$ cat src/rtl/adder_share_pkg.sv
// Shared defaults and width helpers for the adder time-sharing scheduler.
// Tag layout in the top is {vld, id}, with id sized by bits_for(NREQ).
package adder_share_pkg;
    localparam int NREQ_DEF     = 4;
    localparam int WIDTH_DEF    = 8;
    localparam int ADD_LAT_DEF  = 2;
    localparam int OUTS_MAX_DEF = 2;

    // Bits needed to encode values 0..n-1, never less than one.
    function automatic int bits_for(input int n);
        return (n <= 2) ? 1 : $clog2(n);
    endfunction

    localparam int ID_W  = bits_for(NREQ_DEF);
    localparam int CNT_W = bits_for(OUTS_MAX_DEF + 1);
endpackage

$ cat src/rtl/rr_arbiter.sv
// Combinational round-robin arbiter: first asserted request at or after ptr_i,
// wrapping modulo NREQ; one-hot grant plus its encoded index.
module rr_arbiter
    import adder_share_pkg::*;
#(
    parameter int NREQ = NREQ_DEF,
    localparam int IDW = bits_for(NREQ)
) (
    input  logic [NREQ-1:0] req_i,
    input  logic [IDW-1:0]  ptr_i,
    output logic [NREQ-1:0] grant_o,
    output logic [IDW-1:0]  idx_o,
    output logic            any_o
);
    always_comb begin
        int         j;
        logic       found;
        logic [IDW-1:0] jj;
        grant_o = '0;
        idx_o   = '0;
        any_o   = 1'b0;
        found   = 1'b0;
        j       = 0;
        jj      = '0;
        for (int k = 0; k < NREQ; k++) begin
            j = int'(ptr_i) + k;
            if (j >= NREQ) begin
                j = j - NREQ;
            end
            jj = IDW'(j);
            if (!found && req_i[jj]) begin
                grant_o[jj] = 1'b1;
                idx_o       = jj;
                found       = 1'b1;
            end
        end
        any_o = found;
    end
endmodule

$ cat src/rtl/adder_share_sched.sv
// Round-robin scheduler sharing one pipelined adder among NREQ requesters;
// a {vld,id} tag pipe follows each op through the adder to route the result back.
module adder_share_sched
    import adder_share_pkg::*;
#(
    parameter int NREQ     = NREQ_DEF,
    parameter int WIDTH    = WIDTH_DEF,
    parameter int ADD_LAT  = ADD_LAT_DEF,
    parameter int OUTS_MAX = OUTS_MAX_DEF
) (
    input  logic                  enable,
    input  logic                  rst,
    input  logic [NREQ-1:0]       req_valid,
    output logic [NREQ-1:0]       req_ready,
    input  logic [NREQ*WIDTH-1:0] req_a,
    input  logic [NREQ*WIDTH-1:0] req_b,
    input  logic [NREQ-1:0]       req_cin,
    output logic [WIDTH-1:0]      add_a,
    output logic [WIDTH-1:0]      add_b,
    output logic                  add_cin,
    input  logic [WIDTH-1:0]      add_sum,
    input  logic                  add_cout,
    output logic [NREQ-1:0]       rsp_valid,
    output logic [WIDTH-1:0]      rsp_sum,
    output logic                  rsp_cout,
    output logic                  busy
);
    localparam int TID_W = bits_for(NREQ);
    localparam int TCNT_W = bits_for(OUTS_MAX + 1);

    typedef struct packed {
        logic             vld;
        logic [TID_W-1:0] id;
    } tag_t;

    logic [NREQ-1:0]  eligible;
    logic [NREQ-1:0]  grant;
    logic [TID_W-1:0] gnt_idx;
    logic             gnt_any;
    logic [TID_W-1:0] ptr_q, ptr_d;
    tag_t             tag_q [ADD_LAT+1];
    tag_t             ret_tag;
    logic [NREQ-1:0]  ret_onehot;
    logic [NREQ-1:0]  busy_vec;
    logic [WIDTH-1:0] add_a_q, add_a_d, add_b_q, add_b_d, rsp_sum_q;
    logic             add_cin_q, add_cin_d, rsp_cout_q;
    logic [NREQ-1:0]  rsp_valid_q;

    assign ret_tag = tag_q[ADD_LAT];

    // Per-requester eligibility and outstanding counter; a grant and a return
    // for the same requester in one cycle cancel out.
    for (genvar gi = 0; gi < NREQ; gi++) begin : g_req
        logic [TCNT_W-1:0] cnt_q, cnt_d;

        assign eligible[gi]   = req_valid[gi] && (cnt_q < TCNT_W'(OUTS_MAX));
        assign ret_onehot[gi] = ret_tag.vld && (ret_tag.id == TID_W'(gi));
        assign busy_vec[gi]   = (cnt_q != '0);

        always_comb begin
            cnt_d = cnt_q;
            if (grant[gi] && !ret_onehot[gi]) begin
                cnt_d = cnt_q + TCNT_W'(1);
            end else if (!grant[gi] && ret_onehot[gi]) begin
                cnt_d = cnt_q - TCNT_W'(1);
            end
        end

        always_ff @(posedge enable or negedge rst) begin
            if (!rst) begin
                cnt_q <= '0;
            end else begin
                cnt_q <= cnt_d;
            end
        end
    end

    rr_arbiter #(.NREQ(NREQ)) u_arb (
        .req_i   (eligible),
        .ptr_i   (ptr_q),
        .grant_o (grant),
        .idx_o   (gnt_idx),
        .any_o   (gnt_any)
    );

    always_comb begin
        ptr_d     = ptr_q;
        add_a_d   = '0;
        add_b_d   = '0;
        add_cin_d = 1'b0;
        if (gnt_any) begin
            ptr_d = (gnt_idx == TID_W'(NREQ - 1)) ? '0 : gnt_idx + TID_W'(1);
        end
        for (int i = 0; i < NREQ; i++) begin
            if (grant[i]) begin
                add_a_d   = req_a[i*WIDTH +: WIDTH];
                add_b_d   = req_b[i*WIDTH +: WIDTH];
                add_cin_d = req_cin[i];
            end
        end
    end

    always_ff @(posedge enable or negedge rst) begin
        if (!rst) begin
            ptr_q       <= '0;
            add_a_q     <= '0;
            add_b_q     <= '0;
            add_cin_q   <= 1'b0;
            rsp_valid_q <= '0;
            rsp_sum_q   <= '0;
            rsp_cout_q  <= 1'b0;
            for (int k = 0; k <= ADD_LAT; k++) begin
                tag_q[k] <= '0;
            end
        end else begin
            ptr_q     <= ptr_d;
            add_a_q   <= add_a_d;
            add_b_q   <= add_b_d;
            add_cin_q <= add_cin_d;
            tag_q[0]  <= '{vld: gnt_any, id: gnt_idx};
            for (int k = 1; k <= ADD_LAT; k++) begin
                tag_q[k] <= tag_q[k-1];
            end
            // The last tag stage lines up with the adder output for that op.
            rsp_valid_q <= ret_onehot;
            rsp_sum_q   <= ret_tag.vld ? add_sum : '0;
            rsp_cout_q  <= ret_tag.vld ? add_cout : 1'b0;
        end
    end

    assign req_ready = grant;
    assign add_a     = add_a_q;
    assign add_b     = add_b_q;
    assign add_cin   = add_cin_q;
    assign rsp_valid = rsp_valid_q;
    assign rsp_sum   = rsp_sum_q;
    assign rsp_cout  = rsp_cout_q;
    assign busy      = |busy_vec;
endmodule

$ cat config.mk
export PLATFORM = sky130hd
export DESIGN_NAME = adder_share_sched
export DESIGN_NICKNAME = d
export VERILOG_FILES = /design/src/rtl/adder_share_pkg.sv /design/src/rtl/rr_arbiter.sv /design/src/rtl/adder_share_sched.sv
export SDC_FILE = /design/constraint.sdc
export NUM_CORES = 1
export LEC_CHECK = 0
export ABC_AREA = 1
export CAP_MARGIN = 20
export CORE_ASPECT_RATIO = 1.75
export CORE_UTILIZATION = 40
export DETAILED_ROUTE_END_ITERATION = 12
export PLACE_DENSITY = 0.76
export SYNTH_ARGS = -nofsm -noshare
export SYNTH_HDL_FRONTEND = slang
export SYNTH_SLANG_ARGS = --single-unit
$ cat constraint.sdc
create_clock -name enable -period 2.7 [get_ports enable]
set_input_delay 0.54 -clock enable [delete_from_list [all_inputs] [get_ports enable]]
set_output_delay 0.54 -clock enable [all_outputs]
set_load 0.01 [all_outputs]
==> metrics.md, run 1 <==
| Metric | Value |
|---|---|
| Final slew viol count | 0 |
| Initial antenna violation count | 0 |
| N_diodes | 0 |
| Hold Path Class | input pin to asynchronous set/reset pin |
| CTS H-tree lvls | 2 |
| DRC Markers | 0 |
| # nets final | 585 |
| Tightest Pin Transition | 0.569 ns |
| Placed standard-cell area | 4310 um2 |
| Slowest-stage cell, CP | clkdlybuf4s50_1 |
| Synthesized area | 2950 um2 |
| Synth Area per Inst | 8.37 um2 |
| RR Startpoint | ptr_q[1] |
| Crit path capture type | primary output |
| Routed WL | 8.82 mm |
| Area leader, netlist | dfrtp_1 |
| Final setup vio count | 0 |
| WP data required | 2.16 ns |
| Hpwl dp | 6.51 mm |
| Die Y | 116 um |
| Clk buf depth | 2 |
| Layout cell share with drive strength beyond 1 | 19.7% |
| Register area share after synthesis | 41.6% |
| Prevailing post-synth register cell | dfrtp_1 |
| Outcome | finished, final reports clean |
| Worst reg2reg setup slack | 0.22 ns |
| Iteration-0 DRC Markers | 127 |
| Internal Power | 1.21 mW |
| Worst-path cell chain | clkdlybuf4s50_1 -> nand3_2 -> a21oi_1 -> a21oi_4 -> inv_2 -> nand3_2 -> nand2_4 -> dlygate4sd2_1 |
| Flop pwr share | 47.6% |
| Die area | 7730 um2 |
| Port bufs | 117 |
| Synth top area share | 41.6% |
| Critical path arrival | 2.07 ns |
| Post-synth EDFFs | 0 |
| Vias | 2,822 |
| First-pass GRT wire length | 13.6 mm |
| Pleak | 2.24 nW |
| Min Tclk post-route | 2.61 ns |
| CTS tree | yes |
| Sum Neg Setup Slack | 0 ns |
| Slowest stage delay, CP | 0.51 ns |
| Starting Density | 41.0% |
| Final Hold Violating Endpoints | 0 |
| DRT Pass-1 Iters | 4 |
| Design Power | 1.54 mW |
| CTS Buf Count | 5 |
| Combinational share of power | 9.2% |
| Crit path top cell by count | nand3_2 |
| Async set-reset flop share out of synthesis | 100% |
| Detail Route Antenna Nets | 0 |
| Ports | 118 |
| Syn Nets | 446 |
| Layout overhead on the synthesized area | 52.9% |
| Vias in the first global route | 2,844 |
| Largest net degree at the start of global routing | 35 |
| Clk slew on worst S/H paths | 0.07 ns |
| Die W | 66.9 um |
| Slew margin rel. | 62.1% |
| Insertion delay to the later sink of the worst-skew pair | 0.30 ns |
| Final Skew | 0.00542 ns |
| R2R depth | 15 |
| Buf/Inv on CP | 3 |
| Synth top area cells | dfrtp_1 (42%), nand2_1 (14%), nand3_2 (6.1%) |
| #FFs+latches synth | 49 |
| Total track usage | 23.8% |
| Fmax | 384 MHz |
| Core Area | 7180 um2 |
| Via/cell ratio | 4.88 |
| Worst vdd ir | 0.252 mV |
| Synth Warn # | 0 |
| Crit Path Class | input pin to primary output |
| Clk sinks | 49 |
| FF-to-FF End | g_req[3].cnt_q[1] |
| GP Congestion | 0.960 |
| Max capacitance violation total | 0 |
| Switch share | 21.4% |
| Worst setup SP type | input pin |
| Hold_buf cts | 0 |
| Netlist cell types | 32 |
| Finished Core Util | 62.7% |
| Routed len/inst | 15.3 um |
| Psw | 330 uW |
| Crit path max-delay family | buffers and inverters |
| Cell row count | 41 |
| Worst Path Max Fanout | 3 |
| Synth Instances | 352 |
| Root Driver | clkbuf_16 |
| Final instance area | 4500 um2 |
| Clk network pwr share | 43.1% |
| Grt total ovfl | 0 |
| Power Dens Cells | 342 nW/um2 |
| Fin crit share | 96.6% |
-- worst register-to-register path, delay by kind of cell (launching register included) --
family	cells	cell delay, ns
DFF	1	0.39
xor gates and xnor gates	1	0.16
and+or+nand+nor	6	0.63
adders and majority gates	2	0.47
buffers and inverters	4	0.47
AOI/OAI and AO/OA	2	0.24
-- per-layer routing --
metal / up-vias / track usage, % / part of all wire, %
met1: 1314 / 25.2 / 36
li1: 1394 / - / -
met4: 0 / 14.8 / 4.4
met5: - / 0 / 0
met3: 26 / 3.54 / 4.4
met2: 88 / 42.9 / 55
-- worst max path at each step --
stage | depth (start not counted) | from | slack [ns] | to
final | 8 | req_valid[0] | 0.09 | req_ready[1]
after global placement | 8 | req_valid[0] | -0.28 | req_ready[3]
after CTS | 10 | req_valid[3] | 0.009 | req_ready[2]
after floorplan | 14 | ptr_q[1] | 0.006 | g_req[3].cnt_q[1]
after global routing | 10 | req_valid[1] | -0.01 | req_ready[1]
after detailed placement | 8 | req_valid[0] | -0.31 | req_ready[3]
-- repair_timing --
item | in CTS | in global routing
gates resized for setup | 14 | 8
pin swaps | 3 | 3
setup endpoints to repair | 4 | 5
setup buffers | 1 | 0
-- state kept, by name, summed over array words and instances (netlist names), named ones only --
signal / count
add_a: 8
add_b: 8
add_cin: 1
g_req.cnt_q: 8
ptr_q: 1
ret_tag: 3
rsp_cout: 1
rsp_sum: 8
rsp_valid: 4
tag_q: 6
-- stage by stage --
stage	instances	hold slack (ns)	setup slack, ns
after floorplan	352	0.244	0.00555
after global placement	569	0.333	-0.280
after detailed placement	569	0.335	-0.308
after CTS	578	0.237	0.00886
after global routing	578	0.270	-0.0125
final	578	0.233	0.0927
-- final cells by class --
cell class / instances / area [um2]
repair buffers: 142 / 1340
clock buffers: 6 / 139
clock inverters: 2 / 16.3
multi-input cells: 256 / 1530
fillers: 633 / 2680
inverters: 37 / 146
well taps: 86 / 108
flip-flops and latches: 49 / 1230
-- placed cells by master (no fill, tap or decap), types with 2 or more instances in the layout --
master	netlist	layout
nor4_1	2	2
nand2_2	6	5
nand3_1	17	14
clkdlybuf4s50_1	0	110
clkbuf_2	0	2
nand3_4	1	2
ha_1	11	10
dfrtp_1	49	48
nand2_4	6	7
nor2_1	23	21
clkbuf_16	0	5
buf_4	3	25
buf_2	2	2
nand2_1	106	106
a21oi_1	33	33
xor2_1	4	4
inv_6	1	2
nor3_1	4	4
dlymetal6s2s_1	0	2
xnor2_1	4	4
nand3_2	18	20
o21ai_0	4	4
inv_1	32	31
nor2_4	2	2
nor2_2	1	3
nor2_8	2	2
a21oi_2	9	9
inv_2	3	4
-- power groups by stage --
| stage | Sequential (mW) | Combinational, mW | Clock [mW] |
|---|---|---|---|
| global placement | 0.748 | 0.140 | 0 |
| floorplan | 0.748 | 0.0000896 | 0 |
| CTS | 0.733 | 0.143 | 0.679 |
| finish | 0.734 | 0.142 | 0.664 |
| global route | 0.733 | 0.152 | 0.698 |
| detailed placement | 0.748 | 0.142 | 0 |
-- cells in the mapped netlist (2+ instances only) --
| cell | n |
|---|---|
| nand3_1 | 17 |
| a21oi_1 | 33 |
| nand2_4 | 6 |
| nor2_4 | 2 |
| nand3_2 | 18 |
| xnor2_1 | 4 |
| ha_1 | 11 |
| buf_6 | 2 |
| a21oi_2 | 9 |
| inv_1 | 32 |
| nor2_8 | 2 |
| inv_2 | 3 |
| buf_2 | 2 |
| o21ai_0 | 4 |
| xor2_1 | 4 |
| dfrtp_1 | 49 |
| nand2_1 | 106 |
| buf_4 | 3 |
| nor4_1 | 2 |
| nor2_1 | 23 |
| nand2_2 | 6 |
| nor3_1 | 4 |
-- logic make-up (layout without fill, tap and decap cells) --
group / Yosys count / count (layout) / share of synthesized area, %
flops: 49 / 49 / 41.6
xor+xnor: 8 / 8 / 2.38
compound gates: 47 / 47 / 9.51
fa+ha+maj: 11 / 11 / 4.67
simple gates: 190 / 190 / 33.7
buf+inv: 47 / 187 / 8.15
Power figures use the tool's default switching activity.
==> inputs of run 2 (changes only) <==
SETUP_SLACK_MARGIN = 0.5   (was default)
SKIP_CTS_REPAIR_TIMING = 1   (was default)
==> metrics.md, run 2 (synthesis gave the netlist of run 1 again) <==
| Metric | Value |
|---|---|
| Sum Neg Setup Slack | 0 ns (unchanged) |
| Power Dens Cells | 315 nW/um2 (-7.7%) |
| Final slew viol count | 0 (unchanged) |
| CTS Buf Count | 5 (unchanged) |
| DRC Markers | 0 (unchanged) |
| Hold Path Class | input pin to asynchronous set/reset pin |
| CTS H-tree lvls | 2 (unchanged) |
| Placed standard-cell area | 4390 um2 (+1.9%) |
| Fin crit share | 94.7% (-1.9 points) |
| Slew margin rel. | 64.0% (+1.9 points) |
| Vias in the first global route | 2,755 (-3.1%) |
| RSZ-0062 raised after global routing | yes |
| DRT Pass-1 Iters | 4 (unchanged) |
| Clk slew on worst S/H paths | 0.08 ns (about the same) |
| Via/cell ratio | 5.00 (+2.5%) |
| Die area | 7730 um2 (unchanged) |
| Cell row count | 41 (unchanged) |
| Critical path arrival | 2.02 ns (-0.05 ns) |
| Internal Power | 1.19 mW (-1.4%) |
| Largest net degree at the start of global routing | 36 (+2.9%) |
| Total track usage | 22.7% (-1.1 points) |
| Iteration-0 DRC Markers | 104 (-18%) |
| Clk buf depth | 2 (unchanged) |
| Layout overhead on the synthesized area | 66.3% |
| Min Tclk post-route | 2.56 ns (-0.0508 ns) |
| Final instance area | 4900 um2 (+8.8%) |
| Crit path capture type | primary output |
| Routed WL | 9.27 mm (+5.2%) |
| Layout cell share with drive strength beyond 1 | 27.1% (+7.4 points) |
| WHS | 0.216 ns (-0.0167 ns) |
| Initial antenna violation count | 0 (unchanged) |
| Clk sinks | 49 (unchanged) |
| Die Y | 116 um (unchanged) |
| Finished Core Util | 68.2% (+5.5 points) |
| Tightest Pin Transition | 0.540 ns (-0.0286 ns) |
| GP Congestion | 0.921 (-4.1%) |
| Clk network pwr share | 43.3% (+0.2 points) |
| Outcome | finished, final reports clean |
| Hpwl dp | 6.40 mm (-1.7%) |
| Core Area | 7180 um2 (unchanged) |
| Ports | 118 (unchanged) |
| Switch share | 22.9% (+1.5 points) |
| Max capacitance violation total | 0 (unchanged) |
| Final Skew | 0.00971 ns (+0.00430 ns) |
| Combinational share of power | 9.3% (about the same) |
| Routed len/inst | 15.8 um (+3.6%) |
| Die W | 66.9 um (unchanged) |
| Fmax | 391 MHz (+2.0%) |
| Crit Path Class | register to primary output |
| Detail Route Antenna Nets | 0 (unchanged) |
| Vias | 2,937 (+4.1%) |
| Insertion delay to the later sink of the worst-skew pair | 0.30 ns (about the same) |
| CTS tree | yes |
| First-pass GRT wire length | 13.0 mm (-4.5%) |
| Grt total ovfl | 0 (unchanged) |
| # nets final | 594 (+1.5%) |
| Root Driver | clkbuf_16 |
| Worst reg2reg setup slack | 0.31 ns (+0.09 ns) |
| Worst vdd ir | 0.325 mV (+29%) |
| Starting Density | 41.0% (unchanged) |
| Flop pwr share | 47.4% (-0.2 points) |
| Pleak | 2.37 nW (+5.7%) |
| Commonest non-fill, non-tap cells in the layout | clkdlybuf4s50_1 (108), nand2_1 (104), dfrtp_1 (47), inv_1 (30), buf_4 (26) |
| WP data required | 2.16 ns (about the same) |
| Port bufs | 117 (unchanged) |
| Psw | 354 uW (+7.2%) |
| N_diodes | 0 (unchanged) |
| Worst Path Max Fanout | 6 (+3) |
| Final setup vio count | 0 (unchanged) |
| Final Hold Violating Endpoints | 0 (unchanged) |
| Commonest non-fill, non-tap cell in the layout | clkdlybuf4s50_1 |
| Worst setup SP type | register |
==> run 2: cell count changes in the layout (fill, tap and decap cells not counted), sizes merged <==
| cell | change |
|---|---|
| dlymetal6s2s | +2 |
| clkinvlp | -1 |
| dlygate4sd2 | -1 |
| clkbuf | -2 |
| clkdlybuf4s50 | -2 |
| clkinv | +2 |
| buf | +11 |
==> run 2: metrics by stage <==
step	worst slack, ns	power [mW]	std cells
global route	0.111	1.59	587
finish	0.143	1.55	587
CTS	-0.339	1.56	574
floorplan	0.404	0.748	352
global placement	-0.298	0.888	566
detailed placement	-0.335	0.889	566
==> run 2: final cells by class <==
type | count | area, um2
clock buffers | 5 | 125
multi-input cells | 256 | 1740
clock inverters | 3 | 28.8
fillers | 544 | 2280
repair buffers | 151 | 1510
flip-flops and latches | 49 | 1230
inverters | 37 | 156
well taps | 86 | 108
==> run 2: worst paths after layout <==
path | from | endpoint | cells past startpoint
min in group enable | tag_q[3] | ret_tag[0] | 0
worst max-delay path | register | req_ready[0] | 10
worst min register to register | tag_q[3] | ret_tag[0] | 0
max in group asynchronous | rst | g_req[3].cnt_q[1] | 2
worst max register to register | register | g_req[3].cnt_q[1] | 13
worst min-delay path | rst | add_a[2] | 1
==> run 2: routing by layer <==
metal	global-route usage, %	routed length [um]	share of wire (%)	vias to the layer above
li1	-	-	-	1419
met1	23.8	3410	37	1386
met2	40.7	4990	54	102
met3	5.02	431	4.6	30
met4	12.8	445	4.8	0
met5	0	0	0	-
==> run 2: power groups by stage <==
| stage | logic [mW] | registers [mW] | clock network (mW) |
|---|---|---|---|
| floorplan | 0.0000896 | 0.748 | 0 |
| global placement | 0.140 | 0.748 | 0 |
| detailed placement | 0.141 | 0.748 | 0 |
| CTS | 0.142 | 0.733 | 0.683 |
| global route | 0.153 | 0.733 | 0.709 |
| finish | 0.144 | 0.733 | 0.669 |
==> run 2: worst max-delay path, cell delays in order (launching register included) <==
cell and delay (ns):
dfrtp_2 0.42, clkinv_4 0.10, ha_4 0.33, inv_6 0.06, nand2_1 0.06, nand2_1 0.14
nand3_1 0.13, nand2_1 0.08, nor2_2 0.18, nand2_4 0.10, buf_6 0.13
==> inputs of run 3 (changes only) <==
SLEW_MARGIN = 20   (was default)
==> results of run 3 <==
Same layout as run 2: the final DEF is identical, and so are final timing and power.
